<file path="src/rtl/uart_ram_dump.sv">
`timescale 1ns/1ps
// uart_ram_dump: reads a window of system RAM one byte at a time through the
// ask-for-RAM arbiter and sends each byte out as 8N1 UART on serial_txd.
// The RAM is requested only while a single byte is being fetched, so the CPU
// stalls for a few cycles per byte instead of for the whole dump.
module uart_ram_dump #(
  parameter int ADDR_WIDTH   = 11,
  parameter int CLKS_PER_BIT = 436
) (
  input  logic                  clk,
  input  logic                  reset,
  input  logic                  start,
  input  logic [ADDR_WIDTH-1:0] start_addr,
  input  logic [ADDR_WIDTH:0]   length,
  output logic                  ask_for_ram,
  input  logic                  ram_grant,
  output logic [ADDR_WIDTH-1:0] ram_raddr,
  input  logic [7:0]            ram_rdata,
  output logic                  serial_txd,
  output logic                  busy,
  output logic                  done
);

  localparam int                BAUD_W    = (CLKS_PER_BIT > 1) ? $clog2(CLKS_PER_BIT) : 1;
  localparam logic [BAUD_W-1:0] BAUD_LAST = BAUD_W'(CLKS_PER_BIT - 1);
  localparam logic [3:0]        BIT_LAST  = 4'd9;
  localparam logic [ADDR_WIDTH:0] ONE_LEFT = (ADDR_WIDTH+1)'(1);

  typedef enum logic [2:0] {
    S_IDLE,
    S_REQ,
    S_WAIT,
    S_LATCH,
    S_TX,
    S_NEXT
  } state_e;

  state_e                state_q, state_d;
  logic [ADDR_WIDTH-1:0] addr_q, addr_d;
  logic [ADDR_WIDTH:0]   remaining_q, remaining_d;
  logic [9:0]            frame_q, frame_d;       // start, 8 data LSB first, stop
  logic [3:0]            bit_cnt_q, bit_cnt_d;
  logic [BAUD_W-1:0]     baud_cnt_q, baud_cnt_d;
  logic                  txd_q, txd_d;
  logic                  ask_q, ask_d;
  logic                  busy_q, busy_d;
  logic                  done_q, done_d;

  // Next-state and next-output logic for the fetch/transmit sequencer.
  always_comb begin
    // NOTE: every signal gets a default before the case so no path leaves
    // one unassigned, which would otherwise infer a latch.
    state_d     = state_q;
    addr_d      = addr_q;
    remaining_d = remaining_q;
    frame_d     = frame_q;
    bit_cnt_d   = bit_cnt_q;
    baud_cnt_d  = baud_cnt_q;
    txd_d       = txd_q;
    done_d      = 1'b0;

    unique case (state_q)
      S_IDLE: begin
        txd_d = 1'b1;
        if (start) begin
          addr_d      = start_addr;
          remaining_d = length;
          if (length == '0) begin
            done_d = 1'b1;              // empty dump completes immediately
          end else begin
            state_d = S_REQ;
          end
        end
      end

      S_REQ: begin
        if (ram_grant) state_d = S_WAIT;
      end

      S_WAIT: begin
        // Grant lost during the RAM latency cycle: the data is suspect, so
        // go back and fetch the same address again.
        state_d = ram_grant ? S_LATCH : S_REQ;
      end

      S_LATCH: begin
        frame_d    = {1'b1, ram_rdata, 1'b0};
        txd_d      = 1'b0;                // start bit goes out next cycle
        bit_cnt_d  = '0;
        baud_cnt_d = '0;
        state_d    = S_TX;
      end

      S_TX: begin
        if (baud_cnt_q == BAUD_LAST) begin
          baud_cnt_d = '0;
          if (bit_cnt_q == BIT_LAST) begin
            txd_d   = 1'b1;
            state_d = S_NEXT;
            done_d  = (remaining_q == ONE_LEFT);  // this was the last byte
          end else begin
            bit_cnt_d = bit_cnt_q + 4'd1;
            frame_d   = {1'b1, frame_q[9:1]};
            txd_d     = frame_q[1];
          end
        end else begin
          baud_cnt_d = baud_cnt_q + BAUD_W'(1);
        end
      end

      S_NEXT: begin
        addr_d      = addr_q + ADDR_WIDTH'(1);   // wraps modulo 2^ADDR_WIDTH
        remaining_d = remaining_q - ONE_LEFT;
        state_d     = (remaining_q == ONE_LEFT) ? S_IDLE : S_REQ;
      end

      default: state_d = S_IDLE;
    endcase

    // Outputs are registered, so they are decoded from the state being entered.
    ask_d  = (state_d == S_REQ) || (state_d == S_WAIT) || (state_d == S_LATCH);
    busy_d = (state_d != S_IDLE);
  end

  // State and output registers with synchronous reset.
  always_ff @(posedge clk) begin
    if (reset) begin
      state_q     <= S_IDLE;
      addr_q      <= '0;
      remaining_q <= '0;
      frame_q     <= '1;
      bit_cnt_q   <= '0;
      baud_cnt_q  <= '0;
      txd_q       <= 1'b1;
      ask_q       <= 1'b0;
      busy_q      <= 1'b0;
      done_q      <= 1'b0;
    end else begin
      // NOTE: non-blocking assignments so every flop updates from the values
      // of the previous cycle, independent of statement order.
      state_q     <= state_d;
      addr_q      <= addr_d;
      remaining_q <= remaining_d;
      frame_q     <= frame_d;
      bit_cnt_q   <= bit_cnt_d;
      baud_cnt_q  <= baud_cnt_d;
      txd_q       <= txd_d;
      ask_q       <= ask_d;
      busy_q      <= busy_d;
      done_q      <= done_d;
    end
  end

  assign ask_for_ram = ask_q;
  assign ram_raddr   = addr_q;
  assign serial_txd  = txd_q;
  assign busy        = busy_q;
  assign done        = done_q;

endmodule

</file>
<file path="config.mk">
export PLATFORM = sky130hd
export DESIGN_NAME = uart_ram_dump
export DESIGN_NICKNAME = d
export VERILOG_FILES = /design/src/rtl/uart_ram_dump.sv
export SDC_FILE = /design/constraint.sdc
export NUM_CORES = 1
export LEC_CHECK = 0
export CAP_MARGIN = 20
export CELL_PAD_IN_SITES_DETAIL_PLACEMENT = 1
export CELL_PAD_IN_SITES_GLOBAL_PLACEMENT = 1
export CORE_UTILIZATION = 30
export DETAILED_ROUTE_END_ITERATION = 7
export PLACE_DENSITY_LB_ADDON = 0.1
export SLEW_MARGIN = 0
export SYNTH_ARGS = -nofsm -noshare
export SYNTH_HDL_FRONTEND = slang
export SYNTH_SLANG_ARGS = --single-unit
</file>
<file path="constraint.sdc">
create_clock -name clk -period 5.9 [get_ports clk]
set_clock_uncertainty 0.15 [all_clocks]
set_input_delay 1.18 -clock clk [delete_from_list [all_inputs] [get_ports clk]]
set_output_delay 1.18 -clock clk [all_outputs]
set_load 0.01 [all_outputs]
</file>
# After elaboration in Yosys (flattened, before gate mapping)
# Index checks and enable logic that the tools add are counted.
dict set report op_classes {
  n_reduce_logical 11
  n_addsub 4
  mux 28
  eq_ne 14
}
# op count
set op_table {}
lappend op_table {{one-hot mux 12 bit (2 select lines)} 1}
lappend op_table {{one-hot mux 11 bit (2 select lines)} 1}
lappend op_table {{two-way mux 10 bit} 2}
lappend op_table {{one-hot mux 10 bit (2 select lines)} 1}
lappend op_table {{one-hot mux 3 bit (6 select lines)} 1}
lappend op_table {{one-hot mux 9 bit (2 select lines)} 1}
lappend op_table {{two-way mux 3 bit} 5}
lappend op_table {{== test 12 x 1 -> 1 bit, second input constant} 1}
lappend op_table {{== test 3 x 2 -> 1 bit, second input constant} 4}
lappend op_table {{logical NOT 12 bit} 1}
lappend op_table {{two-way mux 12 bit} 1}
lappend op_table {{subtractor 12 x 1 -> 12 bit, second input constant} 1}
lappend op_table {{adder 11 x 1 -> 11 bit, second input constant} 1}
lappend op_table {{two-way mux 11 bit} 1}
lappend op_table {{adder 9 x 1 -> 9 bit, second input constant} 1}
lappend op_table {{== test 9 bit, second input constant} 1}
lappend op_table {{two-way mux 9 bit} 1}
lappend op_table {{two-way mux 4 bit} 2}
lappend op_table {{one-hot mux 4 bit (2 select lines)} 1}
lappend op_table {{two-way mux 1 bit} 7}
lappend op_table {{== test 3 x 1 -> 1 bit, second input constant} 2}
lappend op_table {{== test 3 bit, second input constant} 2}
lappend op_table {{inequality test 2 bit, second input constant} 3}
lappend op_table {{nonzero test 3 bit} 2}
lappend op_table {{10 further kinds} 13}
dict set report word_totals {
  reg_bits 53
  input_bits 35
}

# Depth between registers and ports, before layout
# Gate-level depths: netlist (run 1).
dict set report logic_depth {
  depth_word 7
  mapped_depth 9
  depth_no_buf 7
}

# Least setup slack after synthesis (run 1)
# No wires, ideal clock.
dict set report synth_timing {
  path_kind {input to register}
  from {in length[0]}
  to {reg busy_q (netlist: busy)}
  path_buffers 0
  setup_ps 127
  slack_ps 3382
  cell_stages 5
  required_time_ps 5623
  arrival_time_ps 2241
  path_cell_list {nor4_1 nand3_1 a211oi_1 a221oi_1 or3_1}
}
dict set report synth_between {
  elab_chain_cells 5
}
# item line
set synth_lines {}
lappend synth_lines {{start: declaration} 14} ;# input logic [ADDR_WIDTH:0] length,
lappend synth_lines {{logical NOT 12 bit} 68} ;# if (length == '0) begin
lappend synth_lines {{two-way mux 3 bit} 68}
lappend synth_lines {{two-way mux 3 bit} 65} ;# if (start) begin
lappend synth_lines {{one-hot mux 3 bit (6 select lines)} 62} ;# unique case (state_q)
lappend synth_lines {{nonzero test 3 bit} 122} ;# busy_d = (state_d != S_IDLE);
lappend synth_lines {{end signal: assignment} 149} ;# busy_q <= busy_d;
lappend synth_lines {{end: declaration} 46} ;# logic busy_q, busy_d;
# Every way passes these cells.
# A chain may end at the register's enable or synchronous reset.

# Worst setup path in the final report (run 1)
dict set report layout_timing {
  from {in start}
  to {reg busy_q (netlist: busy)}
}
dict set report layout_between {
  elab_chain_cells 3
}
# item line
set layout_lines {}
lappend layout_lines {{start: declaration} 12} ;# input logic start,
lappend layout_lines {{two-way mux 3 bit} 65}
lappend layout_lines {{one-hot mux 3 bit (6 select lines)} 62}
lappend layout_lines {{nonzero test 3 bit} 122}
# Every way passes these cells.

==> impl_metrics.csv, run 1 <==
group,metric,value,unit
pwr,cell_internal_pwr,0.0005065,W
die,initial_core_util,0.3121,
route,routed_wl,7.174,mm
route,vias,2500,
sta,rsz0062_at_grt,"no",
placed_design,dp_slack,2.534,ns
pwr,p_switching,0.0002018,W
placed_design,place_inst,451,
pwr,p_comb_frac,0.170,
pwr,swShare,0.2849,
route,antenna_left,0,
final_layout,nFillCells,1011,
sta,tns,0,ns
die,io_pins,50,
synth,synth_edf_count,0,
clock_tree,cts_resized,0,
synth,synthFlopType,"dfxtp_1",
final_layout,final_core_util,0.3914,
synth,ys_async_sr_fraction,0,
synth,avgSynthCellArea,8.261,um2
clock_tree,clk_pin_slew,0.10,ns
final_layout,drive_gt1_frac,0.05932,
global_routing,grt_usage,0.1722,
setup_path,cp-start-kind,"primary input",
clock_tree,cts_max_level,2,
sta,worst_slew_pin_slew,0.7879,ns
final_layout,final-seq-area,1021,um2
hold_path,min_path_type,"flop to flop",
synth,ys_ff_latch,51,
setup_path,critPathCaptureType,"flop",
sta,period_needed,3.014,ns
clock_tree,clockRootBuffer,"clkbuf_8",
sta,fmax,331.8,MHz
route,first_iter_violations,116,
global_routing,grt_pass1_wl,12.23,mm
synth,syn_inst,312,
run,drv_cap,0,
setup_path,worstSetupPathType,"primary input to flop",
pwr,p_clk_frac,0.288,
clock_tree,insertion_delay,0.31,ns
pwr,seqPwrFrac,0.542,
final_layout,multi_input_area,1456,um2
global_routing,grt_pass1_vias,2519,
sta,finalHoldViolCount,0,
die,core.rowCount,33,
sta,period_share,0.5108,
die,die-area,8966,um2
clock_tree,clockBufferDepth,2,
route,viasPerCell,5.447,
die,die_x,94.69,um
clock_tree,cts_tree,"done",
sta,finalSetupViolCount,0,
clock_tree,postCtsSetupBuffers,0,
final_layout,area_growth,25.39,%
pwr,p_leak,1.122,nW
clock_tree,cts_hold_buffers,0,
global_routing,grt_overflow,0,
clock_tree,cts-buffers-inserted,5,
placed_design,place_hpwl,5.105,mm
outcome,outcome,"finished, final reports clean",
die,die_h,94.69,um
setup_path,crit_fanout,15,
final_layout,layout.nets,394,
final_layout,antenna_cells,0,
sta,setup_slack,2.886,ns
route,drc,0,
placed_design,gp_congestion,0.7248,
route,post_drt_wl_per_cell,15.63,um
pwr,p_per_area,219.1,nW/um2
setup_path,required,6.00,ns
die,core,8258,um2
global_routing,grt_max_degree,32,
synth,ys_types,58,
final_layout,final_common_cell,"dfxtp_1",
clock_tree,clock-sinks,51,
placed_design,numPortBuffers,49,
global_routing,antenna_found_initial,0,
synth,synthesis.nets,353,
route,first_pass_iters,4,
setup_path,arrival,3.12,ns
pwr,ir_drop,0.1162,mV
sta,slew_headroom,0.4747,
synth,ys_warn_count,0,
synth,ys_seq_area_frac,0.3961,
synth,synthesis.area,2577,um2
final_layout,stdcell_count,459,
sta,slew_violations,0,
final_layout,mostFrequentLayoutCells,"dfxtp_1 (51), clkdlybuf4s50_1 (49), nand2_1 (34)",
==> state kept, by name (all words and copies together) (netlist names) <==
name,cells
remaining_q,12
ask_for_ram,1
serial_txd,1
baud_cnt_q,9
ram_raddr,11
bit_cnt_q,4
busy,1
state_q,3
frame_q,8
done,1
==> through the flow <==
step | total power (W) | hold slack (ns) | instance area [um2]
detailed placement | 0.0005130 | 0.3261 | 3148
finish | 0.0007082 | 0.3523 | 3232
floorplan | 0.0004508 | 0.2975 | 2577
global placement | 0.0005118 | 0.3136 | 3148
CTS | 0.0007174 | 0.3500 | 3232
global route | 0.0007475 | 0.3835 | 3232
==> power by group through the flow <==
stage | clock, W | sequential, W | combinational, W
final | 0.000204 | 0.000384 | 0.000120
after global routing | 0.000224 | 0.000388 | 0.000135
after CTS | 0.000211 | 0.000384 | 0.000122
after detailed placement | 0 | 0.000392 | 0.000121
after global placement | 0 | 0.000392 | 0.000120
after floorplan | 0 | 0.000388 | 0.0000631
==> routing by layer <==
| metal | wire, um | part of all wire | track usage |
|---|---|---|---|
| met5 | 0 | 0 | 0 |
| met4 | 65 | 0.0091 | 0.04167 |
| met3 | 221 | 0.031 | 0.02899 |
| met2 | 3260 | 0.45 | 0.2830 |
| met1 | 3627 | 0.51 | 0.2335 |
==> worst max-delay path, cell delays in order <==
cell	delay (ns)
clkdlybuf4s50_1	0.49
nor4b_2	0.54
buf_4	0.33
a211oi_1	0.12
a221oi_1	0.29
or3_1	0.15
==> area by class of cell <==
class                   count  share of cell area
inverters                   7            0.008130
flip-flops and latches     51              0.3159
multi-input cells         236              0.4506
clock buffers               5             0.02129
well taps                 105             0.04065
clock inverters             3            0.004646
repair buffers             52              0.1587
==> cells by family after synthesis <==
group	share of synthesized area
adders and majority gates	0.02913
DFF	0.3961
muxes	0.02087
xor gates and xnor gates	0.02039
AOI/OAI and AO/OA	0.2097
buffers and inverters	0.04126
and+or+nand+nor	0.2825
==> cells in the mapped netlist, drive strengths merged (2+ instances only) <==
cell,n,area share
nand2,34,0.050
xor2,2,0.0068
a221oi,2,0.0068
or3,5,0.012
nor4,7,0.017
nand3b,3,0.0087
nor2,28,0.041
xnor2,4,0.014
or4,5,0.016
o311ai,9,0.031
and3b,2,0.0068
nand4b,2,0.0068
and3,5,0.012
nand4,3,0.0073
a211oi,5,0.017
dfxtp,51,0.40
buf,9,0.018
nor3,11,0.023
a31oi,7,0.017
nor3b,2,0.0058
nand3,17,0.035
inv,7,0.010
or3b,2,0.0068
o21a,2,0.0058
nand2b,2,0.0049
o21ai,9,0.017
mux2,3,0.013
a2bb2oi,3,0.010
a21oi,30,0.058
ha,6,0.029
nor2b,3,0.0073
a311oi,2,0.0068
clkbuf,9,0.013
mux2i,2,0.0078
o211ai,4,0.012
==> worst paths after layout <==
kind | startpoint | end | slack, ns | cells past startpoint
max | start | busy$_SDFF_PP0_ | 2.89 | 6
min | frame_q[7]$_SDFFE_PP1P_ | frame_q[7]$_SDFFE_PP1P_ | 0.35 | 2
max reg2reg | state_q[2]$_SDFF_PP0_ | frame_q[8]$_SDFFE_PP1P_ | 3.20 | 5
min reg2reg | frame_q[7]$_SDFFE_PP1P_ | frame_q[7]$_SDFFE_PP1P_ | 0.35 | 2
Power figures use the tool's default switching activity.
==> run 2, diff against run 1 <==
- clock period: 5.9 -> 2.7 ns (I/O delays scaled with it)
==> run 2 against run 1 <==
Non-clock buffer count is 12 higher. Cell count up 2.6%. Worst setup slack worse by 2.5 ns. Die area unchanged. Core utilization increased by 1.3 points. Sequential power up 120%. Clock power rose by 140%. Sequential share of layout area decreased by 1.0 points. Hold slack got worse by 0.0097 ns. Global-route usage is essentially flat. Via count grew 0.48%. Sequential cell count is the same.
==> impl_metrics.csv, run 2 (synthesis results as in run 1) <==
group,metric,value,unit
outcome,outcome,"finished, final reports clean",
pwr,swShare,0.2701,
clock_tree,cts_resized,0,
final_layout,final-seq-area,1021,um2
die,core,8258,um2
die,io_pins,50,
sta,finalHoldViolCount,0,
placed_design,numPortBuffers,49,
route,wl_met2,3.329,mm
final_layout,max_flop_register,"remaining_q",
clock_tree,insertion_delay,0.30,ns
hold_path,hp-start,"frame_q[3]$_SDFFE_PP1P_",
global_routing,antenna_found_initial,0,
hold_path,min_to,"frame_q[3]$_SDFFE_PP1P_",
route,wl_met3,251,um
die,core.rowCount,33,
route,topRoutingLayerUsed,"met4",
sta,period_share,0.8518,
clock_tree,cts_max_level,2,
route,drc,0,
setup_path,worst_r2r_endpoint,"bit_cnt_q[1]$_SDFFE_PP0P_",
pwr,p_per_area,482.1,nW/um2
pwr,p_switching,0.0004347,W
clock_tree,cts_hold_buffers,0,
sta,worst_slew_pin_slew,0.5297,ns
clock_tree,clock-sinks,51,
final_layout,drive_gt1_frac,0.08743,
hold_path,min_path_type,"flop to flop",
global_routing,grt_usage,0.1721,
setup_path,arrival,2.38,ns
die,die_h,94.69,um
sta,fmax,434.8,MHz
final_layout,final_common_cell,"dfxtp_1",
pwr,ir_drop,0.1686,mV
setup_path,crit_fanout,19,
global_routing,grt_pass1_vias,2440,
die,die-area,8966,um2
setup_path,worstSetupPathType,"flop to flop",
clock_tree,clk_pin_slew,0.09,ns
clock_tree,cts-buffers-inserted,5,
setup_path,timing.rr.start,"state_q[0]$_SDFF_PP0_",
sta,slew_headroom,0.6457,
pwr,seqPwrFrac,0.521,
placed_design,gp_congestion,0.7331,
setup_path,cpMaxStageDelayCell,"dfxtp_1",
pwr,p_clk_frac,0.306,
setup_path,cpMostUsedCell,"buf_4",
final_layout,layout.nets,406,
sta,rsz0062_at_grt,"no",
placed_design,place_hpwl,5.282,mm
final_layout,final_core_util,0.4042,
setup_path,required,2.78,ns
sta,period_needed,2.300,ns
clock_tree,postCtsSetupBuffers,0,
global_routing,grt_pass1_wl,12.02,mm
setup_path,path_cells,"or3b_1 -> buf_4 -> a21oi_1 -> buf_4 -> or2_1 -> buf_4 -> or3_1 -> a21oi_1",
clock_tree,clockRootBuffer,"clkbuf_8",
die,initial_core_util,0.3121,
route,antenna_left,0,
pwr,p_leak,1.184,nW
run,drv_cap,0,
route,viasPerCell,5.333,
setup_path,critPathCaptureType,"flop",
final_layout,multi_input_area,1456,um2
setup_path,max_stage_delay,0.62,ns
pwr,cell_internal_pwr,0.001175,W
hold_path,holdPathStages,2,
clock_tree,clockBufferDepth,2,
global_routing,grt_overflow,0,
final_layout,nFillCells,1009,
route,routed_wl,7.180,mm
sta,slew_violations,0,
clock_tree,cts_tree,"done",
die,die_x,94.69,um
sta,finalSetupViolCount,0,
setup_path,cp-start-kind,"flop",
final_layout,mostFrequentLayoutCells,"dfxtp_1 (51), clkdlybuf4s50_1 (49), nand2_1 (34)",
route,wl_met1,3.524,mm
final_layout,area_growth,29.51,%
final_layout,antenna_cells,0,
sta,tns,0,ns
route,first_pass_iters,4,
final_layout,largest_reg_flops,12,
route,post_drt_wl_per_cell,15.24,um
setup_path,reg2reg_depth,8,
route,vias,2512,
pwr,p_comb_frac,0.173,
setup_path,worst-r2r-setup-slack,0.40,ns
route,first_iter_violations,44,
global_routing,grt_max_degree,20,
run 2: cell count changes in the layout (fill, tap and decap cells not counted):
cell      before  now
clkinv_2       3    0
buf_4          3   15
clkbuf_1       0    1
clkbuf_8       5    7
run 2: worst max-delay path by stage:
stage,startpoint,endpoint,slack [ns],cells after the start
2_1_floorplan,state_q[1]$_SDFF_PP0_,remaining_q[10]$_SDFFE_PP0P_,0.79,6
3_3_place_gp,length[0],busy$_SDFF_PP0_,0.16,6
3_5_place_dp,length[0],busy$_SDFF_PP0_,0.13,6
4_1_cts,state_q[1]$_SDFF_PP0_,bit_cnt_q[1]$_SDFFE_PP0P_,0.38,8
5_1_grt,state_q[1]$_SDFF_PP0_,bit_cnt_q[1]$_SDFFE_PP0P_,0.23,8
6_report,state_q[0]$_SDFF_PP0_,bit_cnt_q[1]$_SDFFE_PP0P_,0.40,8
run 2: area by class of cell:
class,count,area share
multi-input combinational,236,0.4363
sequential,51,0.3058
timing repair buffer,64,0.1807
tap,105,0.03936
clock buffer,8,0.02999
inverter,7,0.007871
run 2: stage by stage:
step	cell area [um2]	std cells	power (W)	hold slack, ns	worst slack (ns)
after global routing	3338	471	0.001706	0.3757	0.2293
after CTS	3338	471	0.001642	0.3522	0.3848
final	3338	471	0.001609	0.3426	0.4000
after floorplan	2577	312	0.0009850	0.2975	0.7874
after global placement	3238	463	0.001132	0.3117	0.1556
after detailed placement	3238	463	0.001136	0.3248	0.1348
run 2: critical path, delay by kind of cell, from the launching register on:
kind | cells | cell delay (ns)
buf+inv | 3 | 0.54
compound gates | 2 | 0.20
simple gates | 3 | 0.73
flops | 1 | 0.62
run 2: power groups by stage:
stage / registers [W] / logic [W] / clock network [W]
floorplan: 0.000847 / 0.000138 / 0
global placement: 0.000855 / 0.000277 / 0
detailed placement: 0.000857 / 0.000279 / 0
CTS: 0.000839 / 0.000281 / 0.000522
global route: 0.000846 / 0.000306 / 0.000554
finish: 0.000839 / 0.000278 / 0.000492
run 2: layer usage:
layer / vias to the layer above / track usage
li1: 1267 / -
met1: 1199 / 0.2359
met2: 41 / 0.2752
met3: 5 / 0.03301
met4: 0 / 0.04545
met5: - / 0
